==> config.mk <==
export PLATFORM = sky130hd
export DESIGN_NAME = z80_sequencer
export DESIGN_NICKNAME = d
export VERILOG_FILES = /design/src/rtl/z80_sequencer.sv
export SDC_FILE = /design/constraint.sdc
export NUM_CORES = 1
export LEC_CHECK = 0
export CORE_MARGIN = 2
export CORE_UTILIZATION = 40
export CTS_BUF_LIST = sky130_fd_sc_hd__clkbuf_16
export DETAILED_ROUTE_END_ITERATION = 12
export PLACE_DENSITY = 0.88
export SLEW_MARGIN = 20
export SYNTH_ARGS = -nofsm -noshare
export SYNTH_HDL_FRONTEND = slang
export SYNTH_SLANG_ARGS = --single-unit
==> constraint.sdc <==
create_clock -name clk -period 6.9 [get_ports clk]
set_input_delay 2.07 -clock clk [delete_from_list [all_inputs] [get_ports clk]]
set_output_delay 2.07 -clock clk [all_outputs]
set_load 0.1 [all_outputs]
==> src/rtl/z80_sequencer.sv <==
// Z80-subset instruction sequencer: fetch, decode and control strobes for
// NOP, LD r,n, LD r,r', 8-bit ALU on registers, and HALT.
module z80_sequencer (
  input  logic        clk,
  input  logic        reset,
  input  logic [7:0]  data_bus,
  input  logic        mem_ready,
  output logic        mem_rd,
  output logic        pc_inc,
  output logic        m1,
  output logic        read,
  output logic [3:0]  RE,
  output logic [15:0] WE,
  output logic [7:0]  alu_ld_r,
  output logic [3:0]  alu_re_r,
  output logic [2:0]  alu_op,
  output logic [7:0]  ir,
  output logic        halted,
  output logic        illegal
);

  localparam logic [2:0] S_FETCH   = 3'd0;
  localparam logic [2:0] S_DECODE  = 3'd1;
  localparam logic [2:0] S_OPERAND = 3'd2;
  localparam logic [2:0] S_XFER    = 3'd3;
  localparam logic [2:0] S_EXEC    = 3'd4;
  localparam logic [2:0] S_WB      = 3'd5;
  localparam logic [2:0] S_HALTED  = 3'd6;

  logic [2:0] r_state;
  logic [2:0] w_next;
  logic [2:0] w_dec_next;
  logic [7:0] r_ir;
  logic       w_bad;

  logic [2:0] w_dst;
  logic [2:0] w_src;
  logic       w_dst_m;
  logic       w_src_m;
  logic       w_is_nop;
  logic       w_is_ldn;
  logic       w_is_halt;
  logic       w_is_xfer;
  logic       w_is_alu;

  logic        w_mem_rd;
  logic        w_m1;
  logic        w_pc_inc;
  logic        w_read;
  logic [3:0]  w_re;
  logic [15:0] w_we;
  logic [7:0]  w_ld;
  logic [3:0]  w_are;
  logic [2:0]  w_op;
  logic        w_hlt;
  logic        w_ill;

  // rrr -> register-file select: A is 0, B..L are 2..7
  function automatic logic [3:0] f_code(input logic [2:0] rrr);
    f_code = (rrr == 3'b111) ? 4'd0 : {1'b0, rrr} + 4'd2;
  endfunction

  function automatic logic [15:0] f_we(input logic [2:0] rrr);
    f_we = 16'h0001 << (f_code(rrr) + 4'd2);
  endfunction

  assign w_dst   = r_ir[5:3];
  assign w_src   = r_ir[2:0];
  assign w_dst_m = (w_dst == 3'b110);
  assign w_src_m = (w_src == 3'b110);

  assign w_is_nop  = (r_ir == 8'h00);
  assign w_is_halt = (r_ir == 8'h76);
  assign w_is_ldn  = (r_ir[7:6] == 2'b00) && w_src_m && !w_dst_m;
  assign w_is_xfer = (r_ir[7:6] == 2'b01) && !w_src_m && !w_dst_m;
  assign w_is_alu  = (r_ir[7:6] == 2'b10) && !w_src_m;

  always_comb begin
    w_dec_next = S_FETCH;
    w_bad      = 1'b0;
    unique case (1'b1)
      w_is_nop:  w_dec_next = S_FETCH;
      w_is_ldn:  w_dec_next = S_OPERAND;
      w_is_halt: w_dec_next = S_HALTED;
      w_is_xfer: w_dec_next = S_XFER;
      w_is_alu:  w_dec_next = S_EXEC;
      default:   w_bad      = 1'b1;
    endcase
  end

  always_comb begin
    w_next = S_FETCH;
    unique case (r_state)
      S_FETCH:   w_next = mem_ready ? S_DECODE : S_FETCH;
      S_DECODE:  w_next = w_dec_next;
      S_OPERAND: w_next = mem_ready ? S_FETCH : S_OPERAND;
      S_XFER:    w_next = S_FETCH;
      S_EXEC:    w_next = S_WB;
      S_WB:      w_next = S_FETCH;
      S_HALTED:  w_next = S_HALTED;
      default:   w_next = S_FETCH;
    endcase
  end

  always_comb begin
    w_mem_rd = 1'b0;
    w_m1     = 1'b0;
    w_pc_inc = 1'b0;
    w_read   = 1'b0;
    w_re     = 4'd0;
    w_we     = 16'h0000;
    w_ld     = 8'h00;
    w_are    = 4'd0;
    w_op     = 3'd0;
    w_hlt    = 1'b0;
    w_ill    = 1'b0;
    unique case (r_state)
      S_FETCH: begin
        w_mem_rd = 1'b1;
        w_m1     = 1'b1;
        w_pc_inc = mem_ready;
      end
      S_DECODE: w_ill = w_bad;
      S_OPERAND: begin
        w_mem_rd = 1'b1;
        if (mem_ready) begin
          w_pc_inc = 1'b1;
          w_we     = f_we(w_dst);
        end
      end
      S_XFER: begin
        w_read = 1'b1;
        w_re   = f_code(w_src);
        w_we   = f_we(w_dst);
      end
      S_EXEC: begin
        w_are = f_code(w_src);
        w_op  = w_dst;
      end
      // CP only updates flags
      S_WB: begin
        w_are = f_code(w_src);
        w_op  = w_dst;
        w_ld  = (w_dst == 3'b111) ? 8'h80 : 8'h81;
      end
      S_HALTED: w_hlt = 1'b1;
      default: ;
    endcase
  end

  always_ff @(posedge clk) begin
    if (reset) begin
      r_state <= S_FETCH;
      r_ir    <= 8'h00;
    end else begin
      r_state <= w_next;
      if (r_state == S_FETCH && mem_ready)
        r_ir <= data_bus;
    end
  end

  // while reset is held only the fetch request is visible
  assign mem_rd   = w_mem_rd;
  assign m1       = w_m1;
  assign pc_inc   = w_pc_inc & ~reset;
  assign read     = w_read & ~reset;
  assign RE       = reset ? 4'd0 : w_re;
  assign WE       = reset ? 16'h0000 : w_we;
  assign alu_ld_r = reset ? 8'h00 : w_ld;
  assign alu_re_r = reset ? 4'd0 : w_are;
  assign alu_op   = reset ? 3'd0 : w_op;
  assign ir       = reset ? 8'h00 : r_ir;
  assign halted   = w_hlt & ~reset;
  assign illegal  = w_ill & ~reset;

endmodule
Yosys cells after proc, flatten, opt, wreduce, memory -nomap -nowiden
Cells that the tools add are included.
Storage, ports and cells
  output and inout port bits: 49
  bits in registers: 11
  input port bits: 11
  word-level logic and storage cells: 65
Operators by class
  shift-type cells: 1
  add/subtract/negate cells: 3
  bitwise logic cells: 5
  eq/ne operators: 13
  reductions and logical operators: 14
  multiplexer cells: 27
Operators by type and width (number)
  16-bit two-way mux: 2
  16-bit one-hot mux with 2 select lines: 1
  4-bit two-way mux: 6
  8-bit two-way mux: 3
  3-bit equality test, second input constant: 7
  1-bit by 4-bit << shifter with 16-bit output, first input constant: 1
  3-bit one-hot mux with 5 select lines: 1
  3-bit one-hot mux with 4 select lines: 1
  1-bit two-way mux: 9
  3-bit by 2-bit adder with 4-bit output, second input constant: 2
  8-bit by 7-bit equality test with 1-bit output, second input constant: 1
  8-bit logical NOT: 1
  3-bit by 2-bit equality test with 1-bit output, second input constant: 2
  1-bit logical AND: 6
  3-bit two-way mux: 2
  5-bit OR reduction: 1
  4-bit by 2-bit adder with 4-bit output, second input constant: 1
  1-bit AND: 4
  2-bit OR reduction: 2
  3-bit by 1-bit equality test with 1-bit output, second input constant: 1
  3-bit logical NOT: 1
  2-bit by 1-bit equality test with 1-bit output, second input constant: 1
  2-bit equality test, second input constant: 1
  1-bit logical NOT: 2
  4 further kinds: 4

Logic depth before layout (Yosys ltp)
  depth in word-level cells: 8
  mapped depth: 8

Worst setup path before layout
No wires, ideal clock.
  path type: input port to output port
  start: input mem_ready
  end: output WE[6]
  data arrival time: 4.567 ns
  required time: 4.830 ns
  slack: 0.263 ns
  buffers on the path: 0
  stages on the path: 4
  cells stage by stage: nor2_1 -> nor4b_4 -> nand3_1 -> nor3_1
On the way
  longest elaborated chain between the ends: 3
RTL lines
  start: declaration: RTL line 7  | input logic mem_ready,
  16-bit two-way mux: RTL line 126  | if (mem_ready) begin
  16-bit one-hot mux with 2 select lines: RTL line 117  | unique case (r_state)
  16-bit two-way mux: RTL line 168  | assign WE = reset ? 16'h0000 : w_we;
  end: declaration: RTL line 13  | output logic [15:0] WE,
Every way passes these cells.

Worst setup path in the final report
  start: input reset
  end: output alu_re_r[3]
On the way
  longest elaborated chain between the ends: 1
RTL lines
  start: declaration: RTL line 5  | input logic reset,
  4-bit two-way mux: RTL line 170  | assign alu_re_r = reset ? 4'd0 : w_are;
  end: declaration: RTL line 15  | output logic [3:0] alu_re_r,
Every way passes these cells.

==> results.json <==
{
  "outcome": "complete, no violations",
  "synth-seq-cells": 11,
  "cts_resized": 0,
  "tightestPinTransition_ns": 0.9647,
  "slew_violations": 0,
  "clockBufferDepth": 2,
  "syn-instance-count": 163,
  "vias": 1290,
  "dieArea_mm2": 0.003219,
  "grt.overflow.total": 0,
  "path_max_fanout": 14,
  "clockRootBuffer": "clkbuf_16",
  "reg2reg_depth": 5,
  "endpoint_kind": "output port",
  "core_mm2": 0.002686,
  "grt_use_total_pct": 21.21,
  "ys_types": 41,
  "syn-cell-area_mm2": 0.001112,
  "finalSetupViolations": 0,
  "antenna_found_initial": 0,
  "required_ns": 4.83,
  "cts_setup_buffers": 0,
  "post_drt_wl_per_cell_um": 13.54,
  "r2r_slack_ns": 5.21,
  "fin_worst_skew_ns": 0.0004265,
  "crit_start": "reset",
  "slew-limit-headroom_pct": 35.49,
  "final_layout_size_suffix_gt1_share_pct": 31.92,
  "period_share_pct": 87.14,
  "p_per_area_mw_per_mm2": 142.7,
  "final_nets": 229,
  "antenna_left": 0,
  "gp_congestion": 0.8405,
  "drv_cap": 0,
  "clk_pin_slew_ns": 0.04,
  "tritoncts": "yes",
  "viasPerCell": 5.287,
  "critPathLaunchType": "input port",
  "cts_buffers": 3,
  "firstDrtPassIters": 4,
  "max_freq_ghz": 0.1663,
  "cts_hold_buf": 0,
  "r2r-end": "r_state[1]",
  "first_iter_violations": 39,
  "postSynthAreaPerCell_um2": 6.824,
  "port_buffers": 53,
  "crit_type": "input port to output port",
  "leakagePower_nw": 0.7544,
  "diodes": 0,
  "grt_pass1_wl_um": 5368,
  "drcViolationCount": 0,
  "fin_crit_ns": 6.013,
  "die_y_um": 56.74,
  "fin_setup_tns_ns": 0,
  "ir_drop_mv": 0.2103,
  "grt_pass1_vias": 1182,
  "critPathArrivalTime_ns": 3.94,
  "dp_hpwl_um": 2444,
  "initial_core_util_pct": 41.41,
  "clock_sinks": 11,
  "clock_latency_ns": 0.25,
  "yosys_warnings": 0,
  "num_rows": 19,
  "endpoint": "alu_re_r[3]",
  "htreeDepth": 1,
  "ys_seq_area_share_pct": 19.80,
  "reg2reg_from": "r_ir[4]",
  "die_x_um": 56.74,
  "grt_max_degree": 15,
  "hp-class": "register to register",
  "syn_to_final_growth_pct": 75.93,
  "hold_viol_final": 0,
  "fin_util_pct": 72.85,
  "rsz0062_at_grt": "no",
  "io_pins": 60,
  "routed_wl_um": 3303
}
cells in the mapped netlist:
cell type / instances / area share (%)
o21bai_1: 2 / 1.3
conb_1: 1 / 0.34
inv_1: 6 / 2.0
a21oi_1: 3 / 1.3
clkbuf_1: 1 / 0.34
nor4b_4: 1 / 2.1
buf_2: 4 / 1.8
buf_4: 6 / 4.0
or2_1: 2 / 1.1
nor2b_1: 6 / 3.4
nand4_1: 1 / 0.56
nand3b_1: 1 / 0.68
a31oi_1: 2 / 1.1
nor2_1: 35 / 12
nor4_1: 1 / 0.56
and3_1: 3 / 1.7
or3_1: 1 / 0.56
or3b_4: 1 / 1.0
nand3_1: 9 / 4.0
nor3b_1: 1 / 0.68
and4bb_1: 1 / 1.1
o22ai_1: 1 / 0.56
o21ai_1: 3 / 1.3
nand2_1: 17 / 5.7
dfxtp_1: 11 / 20
nor4_2: 1 / 1.1
nand2b_4: 1 / 1.2
inv_2: 1 / 0.34
buf_6: 2 / 2.0
a21oi_2: 8 / 6.3
nor3_1: 3 / 1.3
nand2b_1: 4 / 2.2
nor4b_1: 1 / 0.79
o21ai_0: 2 / 0.90
ha_1: 4 / 4.5
a21boi_1: 2 / 1.3
and2_1: 3 / 1.7
o211ai_1: 1 / 0.68
nand2_2: 8 / 4.5
and3b_1: 1 / 0.79
nor2_4: 1 / 1.0
stage by stage:
step / hold WS, ns / total power, mW / worst slack [ns] / instances / cell area (um^2)
2_1_floorplan: 0.4830 / 0.1527 / 0.2630 / 168 / 1131
3_3_place_gp: 0.5102 / 0.1682 / 0.9129 / 240 / 1877
3_5_place_dp: 0.5361 / 0.1694 / 0.8981 / 240 / 1877
4_1_cts: 0.5444 / 0.2780 / 0.8919 / 244 / 1957
5_1_grt: 0.5625 / 0.2891 / 0.7529 / 244 / 1957
6_report: 0.5521 / 0.2792 / 0.8873 / 244 / 1957
worst min path at each step:
| stage | startpoint | end | slack, ns | depth (start not counted) |
|---|---|---|---|---|
| 2_1_floorplan | r_ir[6] | r_ir[6] | 0.48 | 2 |
| 4_1_cts | r_ir[6] | r_ir[6] | 0.54 | 2 |
| 6_report | r_ir[6] | r_ir[6] | 0.55 | 2 |
| 5_1_grt | r_ir[6] | r_ir[6] | 0.56 | 2 |
| 3_3_place_gp | r_ir[6] | r_ir[6] | 0.51 | 2 |
| 3_5_place_dp | r_ir[5] | r_ir[5] | 0.54 | 2 |
power breakdown:
group / total (mW) / internal, mW / switching, mW
registers: 0.0760 / 0.0676 / 0.00845
logic: 0.0938 / 0.0263 / 0.0675
clock network: 0.109 / 0.0770 / 0.0323
total: 0.279 / 0.171 / 0.108
placed cells by master, fill, tap and decap left out, types with 2 or more instances in the layout:
master           count
nor3_1               3
buf_4               13
nand3_1              9
ha_1                 4
conb_1               6
a21oi_1              3
and3_1               3
clkbuf_16            3
and2_1               3
dfxtp_1             11
o21bai_1             2
o21ai_1              3
nor2_1              35
or2_1                2
buf_12              29
a21boi_1             2
a31oi_1              2
a21oi_2              8
nor2b_1              6
nand2b_1             4
o21ai_0              2
nand2_1             17
inv_1                6
clkdlybuf4s50_1     12
nand2_2              8
layout make-up:
class	instances	area (um^2)
Multi-Input combinational cell	137	793.3
Tap cell	31	38.79
Inverter	7	26.28
Sequential cell	11	220.2
Clock inverter	1	5.005
Timing Repair Buffer	54	798.3
Fill cell	193	729.5
Clock buffer	3	75.07
layer usage:
metal  vias up  wire, um  GRT usage [%]
met4         0        60          9.635
met1       587      1330          22.81
met5         -         0              0
li1        629         -              -
met2        64      1677          38.54
met3        10       235          5.300
worst max-delay path, stage by stage:
cell and delay [ns]:
clkdlybuf4s50_1 0.74, nor2_1 0.41, nand2_1 0.25, nor2_1 0.26, buf_12 0.21
registers in the layout, indices dropped and copies added, names as in the netlist:
name,count
r_ir,8
r_state,3
cell families (layout without fill, tap and decap cells):
group | after synthesis | in the layout | share of synthesized area (%)
buf+inv | 20 | 65 | 10.57
fa+ha+maj | 4 | 4 | 4.500
compound gates | 24 | 24 | 14.96
other cells | 1 | 6 | 0.3371
simple gates | 103 | 103 | 49.83
flops | 11 | 11 | 19.80
Power figures use the tool's default switching activity.
